File: config.mk
export PLATFORM = sky130hd
export DESIGN_NAME = booth_op_sequencer
export DESIGN_NICKNAME = d
export VERILOG_FILES = /design/src/rtl/booth_op_sequencer.sv
export SDC_FILE = /design/constraint.sdc
export NUM_CORES = 1
export LEC_CHECK = 0
export BUFFER_PORTS_ARGS = -buffer_cell sky130_fd_sc_hd__buf_4
export CAP_MARGIN = 20
export CORE_ASPECT_RATIO = 0.75
export CORE_MARGIN = 10
export CORE_UTILIZATION = 47
export DETAILED_ROUTE_END_ITERATION = 7
export GPL_TIMING_DRIVEN = 0
export PLACE_DENSITY = 0.9
export RECOVER_POWER = 50
export SYNTH_ARGS = -nofsm -noshare
export SYNTH_HDL_FRONTEND = slang
export SYNTH_SLANG_ARGS = --single-unit
File: constraint.sdc
create_clock -name clk -period 1.4 [get_ports clk]
set_input_delay 0.14 -clock clk [delete_from_list [all_inputs] [get_ports clk]]
set_output_delay 0.14 -clock clk [all_outputs]
set_load 0.03 [all_outputs]
File: src/rtl/booth_op_sequencer.sv
// booth_op_sequencer: valid/ready front end that loads Q then M into the Booth core and returns its product.
// Optional BOOTH_SEQ_TIMEOUT_EN adds a RUN-state abort counter that reports a timeout through res_err.
module booth_op_sequencer #(
  parameter int WIDTH          = 16,
  parameter int TIMEOUT_CYCLES = 80
) (
  input  logic                 clk,
  input  logic                 rst,
  input  logic                 in_valid,
  output logic                 in_ready,
  input  logic [WIDTH-1:0]     in_mplr,
  input  logic [WIDTH-1:0]     in_mcand,
  output logic                 mul_start,
  output logic [WIDTH-1:0]     mul_data_in,
  input  logic                 mul_done,
  input  logic [2*WIDTH-1:0]   mul_product,
  output logic                 res_valid,
  input  logic                 res_ready,
  output logic [2*WIDTH-1:0]   res_data,
  output logic                 res_err,
  output logic                 busy
);
  typedef enum logic [1:0] {IDLE, LOADQ, LOADM, RUN} state_t;
  state_t state_q, state_d;
  logic [WIDTH-1:0] mplr_q, mplr_d, mcand_q, mcand_d;
  logic [2*WIDTH-1:0] res_data_q, res_data_d;
  logic res_valid_q, res_valid_d;
  logic accept, finish, abort;
  if (TIMEOUT_CYCLES < 3*WIDTH+4) begin : g_bad_timeout
    $error("TIMEOUT_CYCLES is shorter than the core's worst-case run time");
  end
  assign in_ready = (state_q == IDLE) && (!res_valid_q || res_ready);
  assign accept   = in_valid && in_ready;
  assign finish   = (state_q == RUN) && mul_done;
  assign res_valid = res_valid_q;
  assign res_data  = res_data_q;
`ifdef BOOTH_SEQ_TIMEOUT_EN
  localparam int CW = $clog2(TIMEOUT_CYCLES + 1);
  logic [CW-1:0] cnt_q, cnt_d;
  logic res_err_q, res_err_d;
  // done in the last allowed cycle still wins over the abort
  assign abort = (state_q == RUN) && !mul_done && (cnt_q == CW'(TIMEOUT_CYCLES - 1));
  always_comb begin
    cnt_d     = (state_q == LOADM) ? '0 : (state_q == RUN) ? cnt_q + 1'b1 : cnt_q;
    res_err_d = finish ? 1'b0 : abort ? 1'b1 : res_err_q;
  end
  always_ff @(posedge clk) begin
    if (rst) begin
      cnt_q     <= '0;
      res_err_q <= 1'b0;
    end else begin
      cnt_q     <= cnt_d;
      res_err_q <= res_err_d;
    end
  end
  assign res_err = res_err_q;
`else
  assign abort   = 1'b0;
  assign res_err = 1'b0;
`endif
  always_ff @(posedge clk) begin
    if (rst) begin
      state_q     <= IDLE;
      mplr_q      <= '0;
      mcand_q     <= '0;
      res_data_q  <= '0;
      res_valid_q <= 1'b0;
    end else begin
      state_q     <= state_d;
      mplr_q      <= mplr_d;
      mcand_q     <= mcand_d;
      res_data_q  <= res_data_d;
      res_valid_q <= res_valid_d;
    end
  end
  always_comb begin
    state_d     = (state_q == IDLE)  ? (accept ? LOADQ : IDLE) :
                  (state_q == LOADQ) ? LOADM :
                  (state_q == LOADM) ? RUN :
                  (finish || abort)  ? IDLE : RUN;
    mplr_d      = accept ? in_mplr : mplr_q;
    mcand_d     = accept ? in_mcand : mcand_q;
    res_data_d  = finish ? mul_product : abort ? '0 : res_data_q;
    res_valid_d = (finish || abort) ? 1'b1 : (res_valid_q && res_ready) ? 1'b0 : res_valid_q;
  end
  // the core follows mul_start: low returns it to s0, so LOADQ always lands in Q
  always_comb begin
    mul_start   = state_q != IDLE;
    mul_data_in = (state_q == LOADQ) ? mplr_q : (state_q == LOADM) ? mcand_q : '0;
    busy        = state_q != IDLE;
  end
endmodule

==> results by group <==
Clock tree
  • Worst skew pair latency: 0.34 ns
  • TritonCTS clock tree: built
  • Clock slew at reported path FFs: 0.07 ns
  • Clock sink count: 67
  • Number of buffers inserted during clock tree synthesis: 9
  • Max Root-Sink Buffers: 2
  • H-tree depth: 3
  • Hold-fix buffers, CTS: 0
  • Root Buffer: clkbuf_8

Global route
  • Vias in the first global route: 2721
  • Largest net degree at the start of global routing: 11
  • Gr busiest metal: met2
  • M2 GR Usage: 30.1%
  • Congestion Overflow GR: 0
  • Met3 Use GR: 7.31%
  • GRT Util Overall: 17.5%
  • Routing usage on met1: 20.0%
  • Initial antenna violation count: 0
  • First-pass GRT wire length: 13800 um

Setup path
  • Setup crit end kind: primary output
  • R2R depth: 7
  • CP startpoint kind: flip-flop
  • Cell family with most CP delay: buffers and inverters
  • Reg2Reg Setup Slack: -0.10 ns
  • Worst r2r src: state_q[1]
  • CP Cell Sequence: buf_6, nor2b_4, buf_8, buf_8, a22o_1, buf_6
  • Worst Path Required: 1.26 ns
  • Reg2reg end: mcand_q[8]
  • Slowest cell on crit path: dfxtp_2
  • Worst setup path category: reg2out
  • Arrival time at the worst endpoint: 1.46 ns
  • Worst Path Max Fanout: 5
  • Crit-path max cell delay: 0.33 ns
  • CP Buf/Inv Count: 4

Floorplanning
  • Core ar.: 5890 um2
  • Boundary pin count: 122
  • DIE AREA: 9710 um2
  • Die width: 110 um
  • Effective utilization at floorplan: 49.0%
  • Cell row count: 24
  • DIE HEIGHT: 87.9 um

Cells and area
  • Layout cells sized above 1: 30.6%
  • Ant. Diodes: 0
  • # fillers: 441
  • Layout Nets: 533
  • Synth-to-layout area growth: 50.5%
  • Post-layout util: 73.8%

Pwr
  • Total power: 4.73 mW
  • P per Cell Area: 1090 nW/um2
  • Leakage: 1.80 nW
  • VDD IR max: 0.716 mV

Yosys
  • Sequential-to-total area share from yosys stat: 46.5%
  • Synth top area share: 46.5%
  • Yosys reg bits: 67
  • Largest area contributor in the netlist: dfxtp_1
  • Largest cells by area after synthesis: dfxtp_1 46%, nand2b_1 14%, mux2i_1 11%, nand2_1 8.6%, a21oi_1 5.9%
  • Simple-gate share of the synthesized area: 24.8%
  • Netlist cell types: 23
  • Syn Nets: 388
  • Synthesis Warnings: 0
  • XOR/XNOR Fraction of Synth Area: 0%
  • Largest family of logic cells by synthesized area: simple AND/OR/NAND/NOR gates
  • Netlist Area Pre-Place: 2890 um2
  • Post-Synth Adder-Cell Area: 0%
  • Compound-Gate Fraction of Synth Area: 10.8%
  • Synth cell count leaders: 67 x dfxtp_1, 66 x nand2_1, 64 x nand2b_1, 34 x a21oi_1, 32 x mux2i_1
  • EDFF count, synth: 0
  • Post-synth ARST share: 0%
  • Cells after Synth: 319
  • Top-count cell post-synth: dfxtp_1
  • Synthesized area per cell: 9.04 um2
  • Dominant synthesized flop cell: dfxtp_1
  • Mux contribution to synthesized area: 11.1%

Placement
  • Hpwl dp: 6360 um
  • IO Port Bufs: 119
  • Placer's final routability congestion estimate: 0.781

Worst hold path
  • Hold Path Origin: mul_product[30]
  • Min-Delay Path Depth: 3
  • Hold EP: res_data[30]
  • Hold Path Class: in2reg

Drt
  • Routed wire length: 9180 um
  • DR iter-0 viols: 106
  • Post-route DRC: 0
  • First-pass detailed-route iteration total: 4
  • DR WL/cell: 16.8 um
  • Via count: 2660
  • Final ANT Viol Nets: 0
  • Vias per std cell: 4.87

Timing
  • Unrepaired setup endpoints after global routing: yes
  • Min cycle time layout: 1.60 ns
  • Final Cycle Share: 115%
  • Final worst slack: -0.205 ns
  • Final hold vios: 0
  • Max Transition Viols Final: 0
  • Worst Clk Skew: 0.00858 ns
  • FMAX: 0.623 GHz
  • Endpoints failing setup: 51

Run status
  • Outcome: finished, violations left
  • Violated checks: negative setup slack

Flow run
  • Max_cap viols: 0
[worst max-delay path by stage]
stage                           from  depth (start not counted)        endpoint  slack (ns)
after floorplan           state_q[1]                          4  mul_data_in[0]        0.08
after global placement    state_q[1]                          5  mul_data_in[6]       -0.09
after detailed placement  state_q[1]                          5  mul_data_in[6]       -0.12
after CTS                 state_q[1]                          5  mul_data_in[6]       -0.21
after global routing      state_q[1]                          6  mul_data_in[6]       -0.27
final                     state_q[1]                          6  mul_data_in[6]       -0.20
[cell type report]
class	count	area [um2]	share of cell area, %
Sequential cell	67	1350	31.0
Tap cell	78	97.6	2.25
Multi-Input combinational cell	223	1380	31.8
Clock inverter	2	35.0	0.807
Inverter	1	3.75	0.0864
Clock buffer	13	159	3.66
Timing Repair Buffer	137	1100	25.3
Buffer	25	220	5.07
[flip-flops by register name, indices dropped and copies added (netlist names)]
name	cells
state_q	2
mcand_q	16
mplr_q	16
res_valid	1
res_data	32
[metal layers]
layer	wire length, um	vias to the layer above
met5	0	-
li1	-	1336
met2	4580	79
met4	105	0
met3	487	6
met1	4000	1239
[timing repair]
item	in CTS	in global routing
pin swaps	15	8
gates cloned	2	3
setup buffers	11	3
setup endpoints to repair	17	78
resized for setup	45	14
[placed cells by master, fill, tap and decap left out, types with 2 or more instances in the layout]
cell       Yosys  layout
a21oi_1       34      34
a22o_1        16      16
buf_1          2       2
buf_12         3       5
buf_16         0       2
buf_2          5       2
buf_4          5      77
buf_6          1      25
buf_8          0       3
clkbuf_1      10      42
clkbuf_16      0       3
clkbuf_2       2       2
clkbuf_8       0      11
dfxtp_1       67      65
mux2i_1       32      32
nand2_1       66      66
nand2b_1      64      64
nor2b_4        0       2
[logic make-up (layout without fill, tap and decap cells)]
logic type | after synthesis | after routing
and+or+nand+nor | 140 | 140
DFF | 67 | 67
AOI/OAI and AO/OA | 50 | 50
muxes | 32 | 32
buffers and inverters | 29 | 178
other | 1 | 1
[power breakdown]
group	internal, mW	total [mW]	switching, mW
sequential	2.01	2.07	0.0592
clock	0.909	1.59	0.677
combinational	0.600	1.07	0.474
[worst min-delay path, cell delays in order]
cell     delay (ns)
buf_4          0.11
nand2_1        0.04
a21oi_1        0.05
[through the flow]
step	cell area, um2	std cells	setup slack [ns]	TNS [ns]	hold WS [ns]
6_report	4340	546	-0.205	-5.46	0.0478
5_1_grt	4340	546	-0.271	-9.79	0.0325
4_1_cts	4350	543	-0.208	-3.72	0.0321
3_5_place_dp	3880	516	-0.123	-1.03	0.397
3_3_place_gp	3880	516	-0.0856	-0.679	0.387
2_1_floorplan	2890	319	0.0787	0	0.276
Power figures use the tool's default switching activity.
